==> src/rtl/even_odd_check_if.sv <==
// Sample/statistics bundle between an even/odd monitor and its producer/consumer.
// master drives the sample and clear controls; slave returns the flags, registered copy and counters.
interface even_odd_check_if #(
    parameter int WIDTH     = 8,
    parameter int CNT_WIDTH = 16
);
    logic [WIDTH-1:0]     num;
    logic                 in_valid;
    logic                 clr_stats;
    logic                 is_even;
    logic                 is_odd;
    logic                 out_valid;
    logic                 even_q;
    logic [WIDTH-1:0]     num_q;
    logic [CNT_WIDTH-1:0] even_cnt;
    logic [CNT_WIDTH-1:0] odd_cnt;

    modport master (
        output num, in_valid, clr_stats,
        input  is_even, is_odd, out_valid, even_q, num_q, even_cnt, odd_cnt
    );

    modport slave (
        input  num, in_valid, clr_stats,
        output is_even, is_odd, out_valid, even_q, num_q, even_cnt, odd_cnt
    );
endinterface

==> src/rtl/even_odd_check.sv <==
// Even/odd classifier on num[0]: zero-latency flags plus a 1-cycle registered copy and saturating counters.
// No backpressure: every valid sample is accepted; counters hold at all-ones instead of wrapping.
module even_odd_check #(
    parameter int WIDTH     = 8,
    parameter int CNT_WIDTH = 16
) (
    input logic             clk,
    input logic             rst_n,
    even_odd_check_if.slave bus
);
    localparam logic [CNT_WIDTH-1:0] CNT_MAX = '1;
    localparam logic [CNT_WIDTH-1:0] CNT_ONE = CNT_WIDTH'(1);

    logic                 out_valid_r;
    logic                 even_q_r;
    logic [WIDTH-1:0]     num_q_r;
    logic [CNT_WIDTH-1:0] even_cnt_r;
    logic [CNT_WIDTH-1:0] odd_cnt_r;

    // Combinational flags bypass clock and reset entirely.
    assign bus.is_even = ~bus.num[0];
    assign bus.is_odd  = bus.num[0];

    always_ff @(posedge clk or negedge rst_n) begin
        if (!rst_n) begin
            out_valid_r <= 1'b0;
            even_q_r    <= 1'b0;
            num_q_r     <= '0;
        end else begin
            out_valid_r <= bus.in_valid;
            if (bus.in_valid) begin
                num_q_r  <= bus.num;
                even_q_r <= ~bus.num[0];
            end
        end
    end

    // Clear wins over a same-cycle increment; only one counter can move per cycle.
    always_ff @(posedge clk or negedge rst_n) begin
        if (!rst_n) begin
            even_cnt_r <= '0;
            odd_cnt_r  <= '0;
        end else if (bus.clr_stats) begin
            even_cnt_r <= '0;
            odd_cnt_r  <= '0;
        end else if (bus.in_valid) begin
            if (!bus.num[0]) begin
                if (even_cnt_r != CNT_MAX) even_cnt_r <= even_cnt_r + CNT_ONE;
            end else begin
                if (odd_cnt_r != CNT_MAX) odd_cnt_r <= odd_cnt_r + CNT_ONE;
            end
        end
    end

    assign bus.out_valid = out_valid_r;
    assign bus.even_q    = even_q_r;
    assign bus.num_q     = num_q_r;
    assign bus.even_cnt  = even_cnt_r;
    assign bus.odd_cnt   = odd_cnt_r;
endmodule

==> src/flat_wrapper.sv <==
// flat-port wrapper written by rule: the top's interface ports become plain ports
module even_odd_check_flat 
#(
    parameter int WIDTH     = 8,
    parameter int CNT_WIDTH = 16
)
  (clk, rst_n, bus_num, bus_in_valid, bus_clr_stats, bus_is_even, bus_is_odd, bus_out_valid, bus_even_q, bus_num_q, bus_even_cnt, bus_odd_cnt);
  even_odd_check_if #(.WIDTH(WIDTH), .CNT_WIDTH(CNT_WIDTH)) bus_i ();
  input logic clk;
  input logic rst_n;
  input wire logic [$bits(bus_i.num)-1:0] bus_num;
  input wire logic [$bits(bus_i.in_valid)-1:0] bus_in_valid;
  input wire logic [$bits(bus_i.clr_stats)-1:0] bus_clr_stats;
  output wire logic [$bits(bus_i.is_even)-1:0] bus_is_even;
  output wire logic [$bits(bus_i.is_odd)-1:0] bus_is_odd;
  output wire logic [$bits(bus_i.out_valid)-1:0] bus_out_valid;
  output wire logic [$bits(bus_i.even_q)-1:0] bus_even_q;
  output wire logic [$bits(bus_i.num_q)-1:0] bus_num_q;
  output wire logic [$bits(bus_i.even_cnt)-1:0] bus_even_cnt;
  output wire logic [$bits(bus_i.odd_cnt)-1:0] bus_odd_cnt;
  assign bus_i.num = bus_num;
  assign bus_i.in_valid = bus_in_valid;
  assign bus_i.clr_stats = bus_clr_stats;
  assign bus_is_even = bus_i.is_even;
  assign bus_is_odd = bus_i.is_odd;
  assign bus_out_valid = bus_i.out_valid;
  assign bus_even_q = bus_i.even_q;
  assign bus_num_q = bus_i.num_q;
  assign bus_even_cnt = bus_i.even_cnt;
  assign bus_odd_cnt = bus_i.odd_cnt;
  even_odd_check #(.WIDTH(WIDTH), .CNT_WIDTH(CNT_WIDTH)) u_core (.clk(clk), .rst_n(rst_n), .bus(bus_i));
endmodule
==> config.mk <==
export PLATFORM = sky130hd
export DESIGN_NAME = even_odd_check_flat
export DESIGN_NICKNAME = d
export VERILOG_FILES = /design/src/rtl/even_odd_check_if.sv /design/src/rtl/even_odd_check.sv /design/src/flat_wrapper.sv
export SDC_FILE = /design/constraint.sdc
export NUM_CORES = 1
export LEC_CHECK = 0
export ABC_AREA = 0
export ABC_CLOCK_PERIOD_IN_PS = 2400
export CAP_MARGIN = 5
export CORE_MARGIN = 2
export CORE_UTILIZATION = 35
export CTS_CLUSTER_SIZE = 25
export DETAILED_ROUTE_END_ITERATION = 6
export MAX_ROUTING_LAYER = met4
export SETUP_SLACK_MARGIN = 0.5
export SLEW_MARGIN = 5
export SYNTH_ARGS = -nofsm -noshare
export SYNTH_HDL_FRONTEND = slang
export SYNTH_SLANG_ARGS = --single-unit
export TNS_END_PERCENT = 30
==> constraint.sdc <==
create_clock -name clk -period 2.4 [get_ports clk]
set_input_delay 0.48 -clock clk [delete_from_list [all_inputs] [get_ports clk]]
set_output_delay 0.48 -clock clk [all_outputs]
set_load 0.02 [all_outputs]
After elaboration in Yosys (flattened, before gate mapping)
Cells that the tools add are included.
{ "totals": {"in_bits": 12, "out_inout_bits": 44, "word_cells": 25, "ff_bits": 42} }
{ "classes": {"n_addsub": 2, "bitwise": 1, "n_reduce_logical": 6, "muxes": 8, "n_eq_ne": 3} }
{ "op_table": {"columns": ["operator", "n"], "rows": [
  ["two-way mux 16 bit", 8],
  ["adder 16 x 1 -> 16 bit, second input constant", 2],
  ["!= test 16 bit, second input constant", 2],
  ["nonzero test 2 bit", 4],
  ["AND reduction 3 bit", 2],
  ["!= test 2 x 1 -> 1 bit, second input constant", 1],
  ["NOT 1 bit", 1]
]} }

Longest topological paths before layout
{ "depth": {"word_depth": 5, "mapped_depth": 6, "depth_no_buf": 5} }

Least setup slack after synthesis
Ideal clock, no wire load.
{ "synth_path": {"path_type": "flip-flop to flip-flop", "from": "register u_core.even_cnt_r[0] (netlist: u_core.bus.even_cnt[0])", "to": "register u_core.even_cnt_r[12] (netlist: u_core.bus.even_cnt[12])", "required_ns": 2.322, "path_stages_with_launch": 6, "arrival_ns": 1.909, "synth_period_minus_slack_ns": 1.988, "setup_ns": 0.078, "slack_ns": 0.412, "path_buffers": 0, "cell_sequence": "dfrtp_1 -> ha_1 -> nand3_2 -> or3_4 -> or4_1 -> a21oi_1"} }
{ "synth_between": {"elab_chain_len": 5, "word_cells_on_any_way": 8, "classes_between": "add/sub: 1; eq/ne: 1; mux: 4; reduce/logical: 2"} }
{ "synth_rtl": {"columns": ["element", "line_no", "rtl"], "rows": [
  ["start, declared", "even_odd_check.sv:17", "logic [CNT_WIDTH-1:0] even_cnt_r;"],
  ["start signal, assigned", "even_odd_check.sv:48", "if (even_cnt_r != CNT_MAX) even_cnt_r <= even_cnt_r + CNT_ONE;"],
  ["adder 16 x 1 -> 16 bit", "even_odd_check.sv:48", null],
  ["two-way mux 16 bit", "even_odd_check.sv:48", null],
  ["two-way mux 16 bit", "even_odd_check.sv:47", "if (!bus.num[0]) begin"],
  ["two-way mux 16 bit", "even_odd_check.sv:46", "end else if (bus.in_valid) begin"],
  ["two-way mux 16 bit", "even_odd_check.sv:43", "end else if (bus.clr_stats) begin"]
]} }
Parallel ways exist; a longest one is shown, timed or not. The select of a mux whose other input is x is not followed.
A chain may end at the register's enable or synchronous reset.

Worst setup path in the final report
{ "layout_path": {"from": "register u_core.odd_cnt_r[11] (netlist: u_core.bus.odd_cnt[11])", "to": "output bus_odd_cnt[11]"} }
{ "layout_lines": {"columns": ["element", "line_no", "rtl"], "rows": [
  ["start, declared", "even_odd_check.sv:18", "logic [CNT_WIDTH-1:0] odd_cnt_r;"],
  ["start signal, assigned", "even_odd_check.sv:50", "if (odd_cnt_r != CNT_MAX) odd_cnt_r <= odd_cnt_r + CNT_ONE;"],
  ["end, declared", "flat_wrapper.sv:20", "output wire logic [$bits(bus_i.odd_cnt)-1:0] bus_odd_cnt;"]
]} }
No word-level cell between the ends.

==> results_dict.tcl <==
set metrics [dict create \
    hpwl_um 3830 \
    antennaDiodeCount 0 \
    portBuffers 55 \
    antenna_found_initial 0 \
    ys_ff_latch 42 \
    cts_tree "yes" \
    grt_pass1_wl_um 9140 \
    hold_viol_final 0 \
    period_minus_slack_ns 1.89 \
    syn_nets 235 \
    ir_drop_uv 228 \
    ys_types 38 \
    internal_power_uw 1250 \
    ios 56 \
    cp_slowest_cell "clkdlybuf4s50_1" \
    drive_above_1_share 0.181 \
    cp-endpoint "bus_odd_cnt[11]" \
    yosys.area.top_type "dfrtp_1" \
    place_area_um2 2890 \
    fmax_mhz 529 \
    cts_buffers 5 \
    drc 0 \
    die_x_um 83.2 \
    synth_common_cells "42 x dfrtp_1, 18 x a21oi_1, 18 x nor2_1" \
    rr_startpoint "u_core.bus.even_cnt[0]" \
    critPathMaxFanout 7 \
    reg2reg_to "u_core.bus.even_cnt[12]" \
    clk_path_buf_depth 2 \
    drt-pass1-iter-count 4 \
    start_util 0.367 \
    crit_path_start_kind "flip-flop" \
    rsz0062_at_grt "yes" \
    swShare 0.221 \
    clk_pin_slew_ns 0.09 \
    drtIter0Drc 86 \
    synth_area_leaders "dfrtp_1 48%, mux2_2 8.2%, a21oi_1 4.1%" \
    async_flop_share 1.00 \
    htreeDepth 2 \
    syn-mean-instance-area_um2 9.94 \
    netlist_instances 221 \
    cp_cell_sequence "clkdlybuf4s50_1" \
    grt_pass1_vias 1917 \
    area_growth_pct 40.2 \
    grt_max_degree 44 \
    cts-root-buf "clkbuf_8" \
    status "finished, final reports clean" \
    min_path_type "in2async" \
    crit_buf_inv 1 \
    final_core_util 0.514 \
    synth_ff_type "dfrtp_1" \
    clkPwrFrac 0.436 \
    tightest_slew_ns 0.566 \
    rows 28 \
    maxCapViolations 0 \
    grtUsageTotal 0.162 \
    cp.depth 1 \
    finalSetupViolCount 0 \
    via_per_inst 5.30 \
    switchingPower_uw 354 \
    num_vias 1918 \
    fin_tns_setup_ns 0 \
    nets 300 \
    wl_per_cell_um 14.7 \
    cts.sinks 42 \
    final_area_um2 3080 \
    sequentialPowerShare 0.461 \
    die_area_um2 6930 \
    finalCritPeriodShare 0.787 \
    startpoint "u_core.bus.odd_cnt[11]" \
    place_congestion 0.849 \
    synth-edff-count 0 \
    reg2reg_depth 5 \
    slew_headroom 0.623 \
    fin_skew_ns 0.0120 \
    critical_path_arrival_ns 1.41 \
    grt-ovfl-total 0 \
    worst_setup_path_end_kind "output pin" \
    yosysMostFrequentCell "dfrtp_1" \
    power-per-cell-area_nw_per_um2 521 \
    critPathMaxStageDelay_ns 0.65 \
    netlist.area_leader.share 0.478 \
    pwr-share-comb 0.103 \
    setup_ws_ns 0.511 \
    ys_seq_area_frac 0.478 \
    ant_nets 0 \
    p_leak_uw 0.00123 \
    finalMaxSlewViolations 0 \
    syn_area_um2 2200 \
    drt_wl_total_um 5330 \
    critical_path_class "reg2out" \
    die_y_um 83.2 \
    insertion_delay_ns 0.30 \
    yosysWarnings 0 \
    critPathRequiredTime_ns 1.92 \
    coreArea_um2 5990 \
    reg2reg_slack_ns 0.52 \
    cpLargestDelayFamily "buffers and inverters" \
    dp_slack_ns 0.0726 \
]
cell type report:
cell class | count | area (um^2)
Sequential cell | 42 | 1060
Timing Repair Buffer | 67 | 648
Inverter | 8 | 30.0
Clock inverter | 2 | 60.1
Fill cell | 565 | 2910
Multi-Input combinational cell | 162 | 1110
Tap cell | 75 | 93.8
Clock buffer | 6 | 82.6
logic make-up (layout without fill, tap and decap cells):
family          Yosys count  in the layout  synth area share
fa+ha+maj                 2              2            0.0114
simple gates             96             96             0.257
buf+inv                  17             83            0.0313
flops                    42             42             0.478
compound gates           45             45             0.126
mux                      19             19            0.0957
through the flow:
step | instances | total power [uW] | hold slack, ns
after detailed placement | 351 | 924 | 0.498
after floorplan | 221 | 826 | 0.184
after global routing | 362 | 1680 | 0.207
after CTS | 359 | 1630 | 0.186
after global placement | 351 | 921 | 0.490
final | 362 | 1610 | 0.167
timing repair:
item	4_1_cts	5_1_grt
resized for setup	7	3
pin swaps	1	2
setup buffers	0	3
setup endpoints to repair	17	19
hold buffers	0	0
sequential cells by signal, summed over array words and instances (netlist names):
| register | cells |
|---|---|
| u_core.bus.out_valid | 1 |
| u_core.bus.odd_cnt | 16 |
| u_core.bus.even_cnt | 16 |
| u_core.bus.num_q | 8 |
| u_core.bus.even_q | 1 |
layout by cell type (no fill, tap or decap), drive strengths merged, types with 2 or more instances in the layout:
| master | count |
|---|---|
| dfrtp | 42 |
| dlymetal6s2s | 2 |
| inv | 8 |
| or3 | 4 |
| dlygate4sd2 | 4 |
| nand2 | 8 |
| clkdlybuf4s50 | 48 |
| buf | 13 |
| nor4 | 6 |
| and3 | 4 |
| a31oi | 5 |
| o31ai | 9 |
| nand3 | 10 |
| nor3 | 9 |
| clkbuf | 6 |
| o21ai | 5 |
| ha | 2 |
| a21oi | 18 |
| nand4 | 9 |
| nor2 | 18 |
| and4 | 2 |
| or4 | 9 |
| mux2 | 16 |
| a211oi | 4 |
| nand2b | 5 |
| bufinv | 2 |
| nor2b | 8 |
| or2 | 2 |
| mux2i | 3 |
worst min-delay path by stage:
| stage | startpoint | to | slack [ns] |
|---|---|---|---|
| 3_3_place_gp | u_core.bus.num_q[4] | u_core.bus.num_q[4] | 0.49 |
| 6_report | rst_n | u_core.bus.even_cnt[3] | 0.17 |
| 3_5_place_dp | u_core.bus.num_q[1] | u_core.bus.num_q[1] | 0.50 |
| 4_1_cts | rst_n | u_core.bus.even_cnt[9] | 0.19 |
| 5_1_grt | rst_n | u_core.bus.even_cnt[3] | 0.21 |
| 2_1_floorplan | rst_n | u_core.bus.even_cnt[0] | 0.18 |
routing by layer:
layer,vias to the layer above,global-route usage,share of wire,wire [um]
met5,-,-,0,0
met4,0,0.0402,0.011,59
met3,5,0.0338,0.036,190
met2,43,0.266,0.47,2490
met1,910,0.204,0.49,2590
li1,960,-,-,-
power by group through the flow:
stage               Sequential, uW  Clock [uW]  Combinational (uW)
floorplan                      778           0                47.7
global placement               753           0                 168
detailed placement             754           0                 169
CTS                            741         717                 168
global route                   744         756                 179
finish                         741         700                 165
(Power assumes the default switching activity.)
